<file path="config.mk">
export PLATFORM = sky130hd
export DESIGN_NAME = nat_join_4_flat
export DESIGN_NICKNAME = d
export VERILOG_FILES = /design/src/rtl/nat_join_4_pkg.sv /design/src/rtl/nat_join_4_if.sv /design/src/rtl/nat_join_4_arrival_latch.sv /design/src/rtl/nat_join_4.sv /design/src/flat_wrapper.sv
export SDC_FILE = /design/constraint.sdc
export NUM_CORES = 1
export LEC_CHECK = 0
export ABC_AREA = 0
export ABC_CLOCK_PERIOD_IN_PS = 3120
export CORE_MARGIN = 1.5
export CORE_UTILIZATION = 51
export DETAILED_ROUTE_END_ITERATION = 8
export MAX_ROUTING_LAYER = met4
export PLACE_DENSITY = 0.78
export SETUP_SLACK_MARGIN = 0.4
export SYNTH_ARGS = -nofsm -noshare
export SYNTH_HDL_FRONTEND = slang
export SYNTH_SLANG_ARGS = --single-unit
</file>
<file path="constraint.sdc">
create_clock -name clk -period 3.12 [get_ports clk]
set_input_delay 0.312 -clock clk [delete_from_list [all_inputs] [get_ports clk]]
set_output_delay 0.312 -clock clk [all_outputs]
set_load 0.03 [all_outputs]
</file>
<file path="src/rtl/nat_join_4_pkg.sv">
// Shared types and constants for the
// four-way token join.
package nat_ctrl_pkg;

  localparam int unsigned CNT_W = 4;
  localparam int unsigned FREE_DELAY_DEF = 2;

  typedef enum logic [1:0] {
    COLLECT,
    FIRE,
    DELAY,
    RELEASE
  } state_t;

endpackage

</file>
<file path="src/rtl/nat_join_4_if.sv">
// Branch/downstream handshake bundle
// for the four-way token join.
interface nat_join_4_if;
  logic [3:0] i_drive;
  logic       i_freeNext;
  logic       o_driveNext;
  logic [3:0] o_free;
  logic       o_err;

  modport master (
    output i_drive,
    output i_freeNext,
    input  o_driveNext,
    input  o_free,
    input  o_err
  );

  modport slave (
    input  i_drive,
    input  i_freeNext,
    output o_driveNext,
    output o_free,
    output o_err
  );
endinterface

</file>
<file path="src/rtl/nat_join_4_arrival_latch.sv">
// One arrival bit: sticky set, clear on
// release, overrun detect on repeat drive.
module nat_arrival_latch (
  input  logic clk,
  input  logic rst,
  input  logic drive,
  input  logic clr,
  output logic q,
  output logic ovr
);

  // a drive landing on the release cycle
  // belongs to the next token
  assign ovr = drive & q & ~clr;

  always_ff @(posedge clk or negedge rst) begin
    if (!rst) begin
      q <= 1'b0;
    end else if (clr) begin
      q <= drive;
    end else begin
      q <= q | drive;
    end
  end

endmodule

</file>
<file path="src/rtl/nat_join_4.sv">
// Four-way token join: collect arrivals,
// fire downstream on credit, release later.
module nat_join_4
  import nat_ctrl_pkg::*;
#(
  parameter int unsigned FREE_DELAY =
    FREE_DELAY_DEF
) (
  input logic clk,
  input logic rst,
  nat_join_4_if.slave bus
);

  state_t           state;
  logic [3:0]       arr;
  logic [3:0]       ovr;
  logic             credit;
  logic [CNT_W-1:0] cnt;
  logic             full;
  logic             inFire;
  logic             inRel;
  logic             canFire;

  assign full    = &(arr | bus.i_drive);
  assign inFire  = (state == FIRE);
  assign inRel   = (state == RELEASE);
  // a credit returning this edge is usable now
  assign canFire = credit | bus.i_freeNext;

  for (genvar k = 0; k < 4; k++) begin : g_arr
    nat_arrival_latch u_latch (
      .clk   (clk),
      .rst   (rst),
      .drive (bus.i_drive[k]),
      .clr   (inRel),
      .q     (arr[k]),
      .ovr   (ovr[k])
    );
  end

  always_ff @(posedge clk or negedge rst) begin
    if (!rst) begin
      state           <= COLLECT;
      credit          <= 1'b1;
      cnt             <= '0;
      bus.o_driveNext <= 1'b0;
      bus.o_free      <= 4'h0;
      bus.o_err       <= 1'b0;
    end else begin
      bus.o_driveNext <= 1'b0;
      bus.o_free      <= 4'h0;
      bus.o_err       <= (|ovr)
        | (bus.i_freeNext & credit & ~inFire);

      if (inFire) begin
        credit <= bus.i_freeNext;
      end else if (bus.i_freeNext) begin
        credit <= 1'b1;
      end

      unique case (state)
        COLLECT: begin
          if (full && canFire) begin
            state           <= FIRE;
            bus.o_driveNext <= 1'b1;
          end
        end
        FIRE: begin
          if (FREE_DELAY == 0) begin
            state      <= RELEASE;
            bus.o_free <= 4'hF;
          end else begin
            state <= DELAY;
            cnt   <= CNT_W'(FREE_DELAY);
          end
        end
        DELAY: begin
          if (cnt == CNT_W'(1)) begin
            state      <= RELEASE;
            bus.o_free <= 4'hF;
            cnt        <= '0;
          end else begin
            cnt <= cnt - 1'b1;
          end
        end
        RELEASE: begin
          state <= COLLECT;
        end
        default: begin
          state <= COLLECT;
        end
      endcase
    end
  end

endmodule

</file>
<file path="src/flat_wrapper.sv">
// flat-port wrapper written by rule: the top's interface ports become plain ports
module nat_join_4_flat import nat_ctrl_pkg::*;
#(
  parameter int unsigned FREE_DELAY =
    FREE_DELAY_DEF
)
  (clk, rst, bus_i_drive, bus_i_freeNext, bus_o_driveNext, bus_o_free, bus_o_err);
  nat_join_4_if bus_i ();
  input logic clk;
  input logic rst;
  input wire logic [$bits(bus_i.i_drive)-1:0] bus_i_drive;
  input wire logic [$bits(bus_i.i_freeNext)-1:0] bus_i_freeNext;
  output wire logic [$bits(bus_i.o_driveNext)-1:0] bus_o_driveNext;
  output wire logic [$bits(bus_i.o_free)-1:0] bus_o_free;
  output wire logic [$bits(bus_i.o_err)-1:0] bus_o_err;
  assign bus_i.i_drive = bus_i_drive;
  assign bus_i.i_freeNext = bus_i_freeNext;
  assign bus_o_driveNext = bus_i.o_driveNext;
  assign bus_o_free = bus_i.o_free;
  assign bus_o_err = bus_i.o_err;
  nat_join_4 #(.FREE_DELAY(FREE_DELAY)) u_core (.clk(clk), .rst(rst), .bus(bus_i));
endmodule
</file>
==> results of run 1 <==
==> cells in the mapped netlist <==
library cell,n,area [um^2]
dfrtp_1,13,325
inv_1,8,30.0
ha_1,6,75.1
a21o_1,5,37.5
nor2_1,4,15.0
a22oi_1,3,22.5
buf_4,3,22.5
nand2_1,3,11.3
nand2b_1,2,12.5
o21ai_0,2,10.0
o22ai_1,2,12.5
o31ai_1,2,15.0
a21o_2,1,8.76
a21oi_1,1,5.00
a31o_2,1,8.76
a31oi_1,1,6.26
and2_1,1,6.26
dfstp_2,1,26.3
mux2_4,1,15.0
mux2i_1,1,10.0
nor3_1,1,5.00
nor3b_1,1,7.51
or3_1,1,6.26
==> metrics by stage <==
step,area [um^2],setup WS [ns]
floorplan,694,1.58
global placement,811,1.24
detailed placement,811,1.20
CTS,847,1.44
global route,847,1.38
finish,847,1.45
==> worst max-delay path, delay by kind of cell (launching register included) <==
kind            cells  cell delay (ns)
buf+inv             1             0.08
compound gates      1             0.20
flops               1             0.40
simple gates        2             0.46
mux                 1             0.30
fa+ha+maj           1             0.13
==> placed cells by master (no fill, tap or decap), types with 3 or more instances in the layout <==
cell              n
clkbuf_4          3
nor2_1            4
a22oi_1           3
a21o_1            5
nand2_1           3
clkdlybuf4s50_1  12
inv_1             8
dfrtp_1          13
ha_1              6
==> registers in the layout, summed over array words and instances, names as in the netlist <==
| name | cells |
|---|---|
| u_core.cnt | 4 |
| u_core.g_arr.u_latch.q | 4 |
| u_core.state | 2 |
| u_core.bus.o_driveNext | 1 |
| u_core.bus.o_err | 1 |
| u_core.bus.o_free | 1 |
| u_core.credit | 1 |
==> logic make-up (layout without fill, tap and decap cells) <==
kind of cell,Yosys count,after routing,share of synthesized area [%]
AO/OA/AOI/OAI,18,18,18.2
flip-flops,14,14,50.6
AND/OR/NAND/NOR,13,13,9.19
buffers and inverters,11,24,7.57
adder cells (fa/ha/maj),6,6,10.8
multiplexers,2,2,3.60
==> layer usage <==
metal  share of wire (%)  GRT usage (%)
met5                   0              -
met4                 2.0           12.9
met3                 2.8           5.11
met2                  44           27.4
met1                  51           26.4
==> worst max path at each step <==
stage | cells past startpoint | end | slack (ns) | startpoint
floorplan | 6 | u_core.state[1] | 1.58 | u_core.cnt[1]
detailed placement | 5 | u_core.state[1] | 1.20 | bus_i_drive[0]
global route | 6 | u_core.state[1] | 1.38 | u_core.cnt[1]
CTS | 1 | bus_o_free[1] | 1.44 | u_core.bus.o_free[2]
finish | 6 | u_core.state[1] | 1.45 | u_core.cnt[1]
global placement | 5 | u_core.state[1] | 1.24 | bus_i_drive[0]
==> final cells by class <==
type | count | area (um^2)
fillers | 101 | 438
flip-flops and latches | 14 | 352
multi-input cells | 39 | 290
repair buffers | 12 | 120
clock buffers | 4 | 36.3
inverters | 8 | 30.0
well taps | 15 | 18.8
==> power by group through the flow <==
stage | combinational [mW] | sequential (mW) | clock, mW
floorplan | 0.245 | 0.319 | 0
global placement | 0.344 | 0.306 | 0
detailed placement | 0.355 | 0.311 | 0
CTS | 0.358 | 0.308 | 0.136
global route | 0.399 | 0.318 | 0.144
finish | 0.358 | 0.307 | 0.135
==> flow_summary.json, run 1 <==
{
  "fin_worst_skew_ns": 0.00442,
  "die_h_um": 39.9,
  "worstPathCellList": "inv_1, ha_1, nor3b_1, nor2_1, a21o_1, mux2_4",
  "portBuffers": 12,
  "p_leak_nw": 0.399,
  "slew_violations": 0,
  "cp_slowest_cell": "dfrtp_1",
  "power_frac_seq_pct": 38.4,
  "finalPower_mw": 0.800,
  "routabilityCongestion": 0.750,
  "vias": 489,
  "vdd_ir_drop_max_mv": 0.539,
  "fmax_ghz": 0.598,
  "setup_viol_count_final": 0,
  "nNetsFinal": 91,
  "timing.rr.start": "u_core.cnt[1]",
  "ctsHoldBuffers": 0,
  "antenna_cells": 0,
  "first_pass_iters": 4,
  "p_per_area_nw_per_um2": 944,
  "syn-num-nets": 77,
  "crit_fanout": 4,
  "min_path_type": "input port to async pin",
  "drt_iter0_drc": 14,
  "finalNonFillerCells": 92,
  "avgSynthCellArea_um2": 10.9,
  "dieArea_um2": 1590,
  "hold_slack_ns": 0.401,
  "grt_overflow": 0,
  "finalHoldViolations": 0,
  "placedCellCount": 88,
  "synth-seq-cells": 14,
  "initial_core_util_pct": 54.0,
  "min_period_ns": 1.67,
  "r2r_cells": 6,
  "slowest_delay_ns": 0.40,
  "worst_pin_slew_ns": 0.616,
  "area_delta_synth_final_pct": 22.0,
  "fp-row-count": 13,
  "combPwrFrac_pct": 44.7,
  "drv_cap": 0,
  "layout-drive-gt1-share_pct": 10.4,
  "grt_pass1_vias": 447,
  "clk_path_buf_depth": 2,
  "dpl.hpwl_um": 935,
  "critPathCaptureType": "flop",
  "ys_types": 23,
  "yosys_warnings": 0,
  "crit_required_ns": 3.30,
  "finalCritPeriodShare_pct": 53.6,
  "rr_endpoint": "u_core.state[1]",
  "reg2reg_setup_slack_ns": 1.45,
  "grt_pass1_wl_um": 1960,
  "tritoncts": "yes",
  "wire_per_inst_um": 13.6,
  "internal_power_mw": 0.492,
  "clkLatencyLatePin_ns": 0.29,
  "cts_resized": 0,
  "netlist_instances": 64,
  "core_area_um2": 1280,
  "pin_count": 13,
  "cts.clk_slew.worst_paths_ns": 0.09,
  "critPathKind": "flop to flop",
  "final_core_util_pct": 65.9,
  "root_buffer": "clkbuf_4",
  "track_usage_pct": 20.3,
  "grt_max_degree": 15,
  "status": "complete, no violations",
  "wirelength_um": 1250,
  "antenna_found_initial": 0,
  "syn_area_um2": 694,
  "max_slew_margin_pct": 58.8,
  "route.detailed.drc": 0,
  "post_cts_buffers": 0,
  "worstPathArrival_ns": 1.85,
  "p_sw_share_pct": 38.5,
  "rsz0062_at_grt": "false",
  "setup_tns_ns": 0,
  "htreeDepth": 1,
  "clock-sinks": 14,
  "clkPwrFrac_pct": 16.9,
  "die_w_um": 39.9,
  "vias_per_cell": 5.32,
  "ant_nets": 0,
  "worstSetupStartpointType": "flop",
  "power.switching_mw": 0.308,
  "ys_seq_area_share_pct": 50.6,
  "numCtsBuffers": 3
}
No activity file was read; power rests on OpenSTA's default activity.
==> inputs of run 2 (changes only) <==
- ABC_CLOCK_PERIOD_IN_PS: 3120 -> 1370
- CORE_UTILIZATION: 51 -> 44
- PLACE_DENSITY: 0.78 -> 0.72
- clock period: 3.12 -> 1.37 ns (I/O delays scaled with it)
==> flow_summary.json, run 2 (synthesized netlist as in run 1, its figures left out) <==
{
  "final_core_util_pct": 77.1,
  "rsz0062_at_grt": "true",
  "vias": 611,
  "tritoncts": "yes",
  "critPathKind": "flop to flop",
  "root_buffer": "clkbuf_4",
  "placedCellCount": 105,
  "first_pass_iters": 4,
  "min_path_type": "input port to async pin",
  "layout_common_cells": "buf_4, dfrtp_1, buf_6",
  "vdd_ir_drop_max_mv": 1.34,
  "highest_layer": "met4",
  "clk_path_buf_depth": 2,
  "setup.worst_path.start": "u_core.credit",
  "worstPathArrival_ns": 1.73,
  "ant_nets": 0,
  "grt_max_degree": 15,
  "layout-drive-gt1-share_pct": 58.8,
  "numCtsBuffers": 3,
  "finalCritPeriodShare_pct": 114,
  "finalPower_mw": 2.62,
  "route.met3.wl_um": 70,
  "timing.rr.start": "u_core.credit",
  "route.detailed.drc": 0,
  "status": "finished, violations left",
  "htreeDepth": 1,
  "fmax_ghz": 0.638,
  "min_period_ns": 1.57,
  "die_h_um": 42.7,
  "met1_length_um": 812,
  "clkLatencyLatePin_ns": 0.28,
  "fin_area_um2": 1150,
  "setup_viol_count_final": 2,
  "antenna_cells": 0,
  "hold_slack_ns": 0.159,
  "rr_endpoint": "u_core.state[1]",
  "vias_per_cell": 5.41,
  "worstPathCellList": "o22ai_2, or3_4, a21o_1, mux2_4",
  "reg2reg_setup_slack_ns": -0.20,
  "portBuffers": 12,
  "nFillCells": 98,
  "post_dp_cell_area_um2": 937,
  "track_usage_pct": 22.8,
  "clock-sinks": 14,
  "p_per_area_nw_per_um2": 2280,
  "layout_commonest_cell": "buf_4",
  "cp_slowest_cell": "dfstp_2",
  "wl_met2_um": 867,
  "wire_per_inst_um": 15.6,
  "slowest_delay_ns": 0.55,
  "drv_cap": 0,
  "place_ws_ns": -0.342,
  "antenna_found_initial": 0,
  "fin_worst_skew_ns": 0.00447,
  "crit_fanout": 2,
  "setup_tns_ns": -0.346,
  "crit_required_ns": 1.54,
  "wirelength_um": 1760,
  "finalNonFillerCells": 113,
  "max_slew_margin_pct": 80.1,
  "critPathCaptureType": "flop",
  "core_area_um2": 1490,
  "area_delta_synth_final_pct": 65.4,
  "cts.clk_slew.worst_paths_ns": 0.09,
  "worst_pin_slew_ns": 0.297,
  "p_leak_nw": 0.521,
  "die_w_um": 42.7,
  "fin_ws_ns": -0.198,
  "slew_violations": 0,
  "ctsHoldBuffers": 0,
  "grt_pass1_wl_um": 3000,
  "fp-row-count": 14,
  "pin_count": 13,
  "drt_iter0_drc": 19,
  "worstSetupStartpointType": "flop",
  "routabilityCongestion": 0.803,
  "final-seq-area_um2": 353,
  "nNetsFinal": 111,
  "finalHoldViolations": 0,
  "grt_overflow": 0,
  "grt_pass1_vias": 622,
  "multi_input_area_um2": 420,
  "initial_core_util_pct": 46.6,
  "dpl.hpwl_um": 1080,
  "r2r_cells": 4,
  "dieArea_um2": 1830,
  "reg_top3": "u_core.cnt: 4 flops, u_core.g_arr.u_latch.q: 4 flops, u_core.state: 2 flops",
  "failed_checks": "setup timing"
}
==> run 2: cell types whose count changed in the layout (fill, tap and decap cells not counted), sizes merged <==
cell / before / now
buf: 0 / 26
clkdlybuf4s50: 12 / 6
==> run 2: final cells by class <==
cell class | count | share of cell area [%]
inverters | 8 | 2.83
repair buffers | 32 | 24.9
clock buffers | 4 | 3.16
flip-flops and latches | 14 | 30.7
multi-input cells | 39 | 36.6
well taps | 16 | 1.74
==> run 2: worst max path at each step <==
stage,to,slack (ns),cells after the start
2_1_floorplan,u_core.state[1],-0.11,4
3_3_place_gp,u_core.state[1],-0.30,5
3_5_place_dp,u_core.state[1],-0.34,5
4_1_cts,u_core.state[1],-0.18,4
5_1_grt,u_core.state[1],-0.22,4
6_report,u_core.state[1],-0.20,4
==> run 2: timing repair <==
item | CTS | global route
endpoints found under the setup margin | 19 | 19
gates resized for setup | 65 | 12
pin swaps | 13 | 6
buffers inserted | 3 | 1
==> run 2: power breakdown <==
group / switching, mW / internal (mW) / leakage, nW
clock network: 0.136 / 0.162 / 0.0210
registers: 0.142 / 0.579 / 0.159
logic: 0.744 / 0.853 / 0.340
==> run 2: worst max-delay path, delay by kind of cell (launching register included) <==
kind,cells,cell delay (ns)
flops,1,0.55
simple gates,1,0.34
mux,1,0.30
compound gates,2,0.27
==> run 2: metal layers <==
layer  vias to the layer above  GRT usage [%]
met5                         -              -
met4                         0           7.50
met3                         2           3.83
met2                        16           35.8
met1                       310           30.1
li1                        283              -
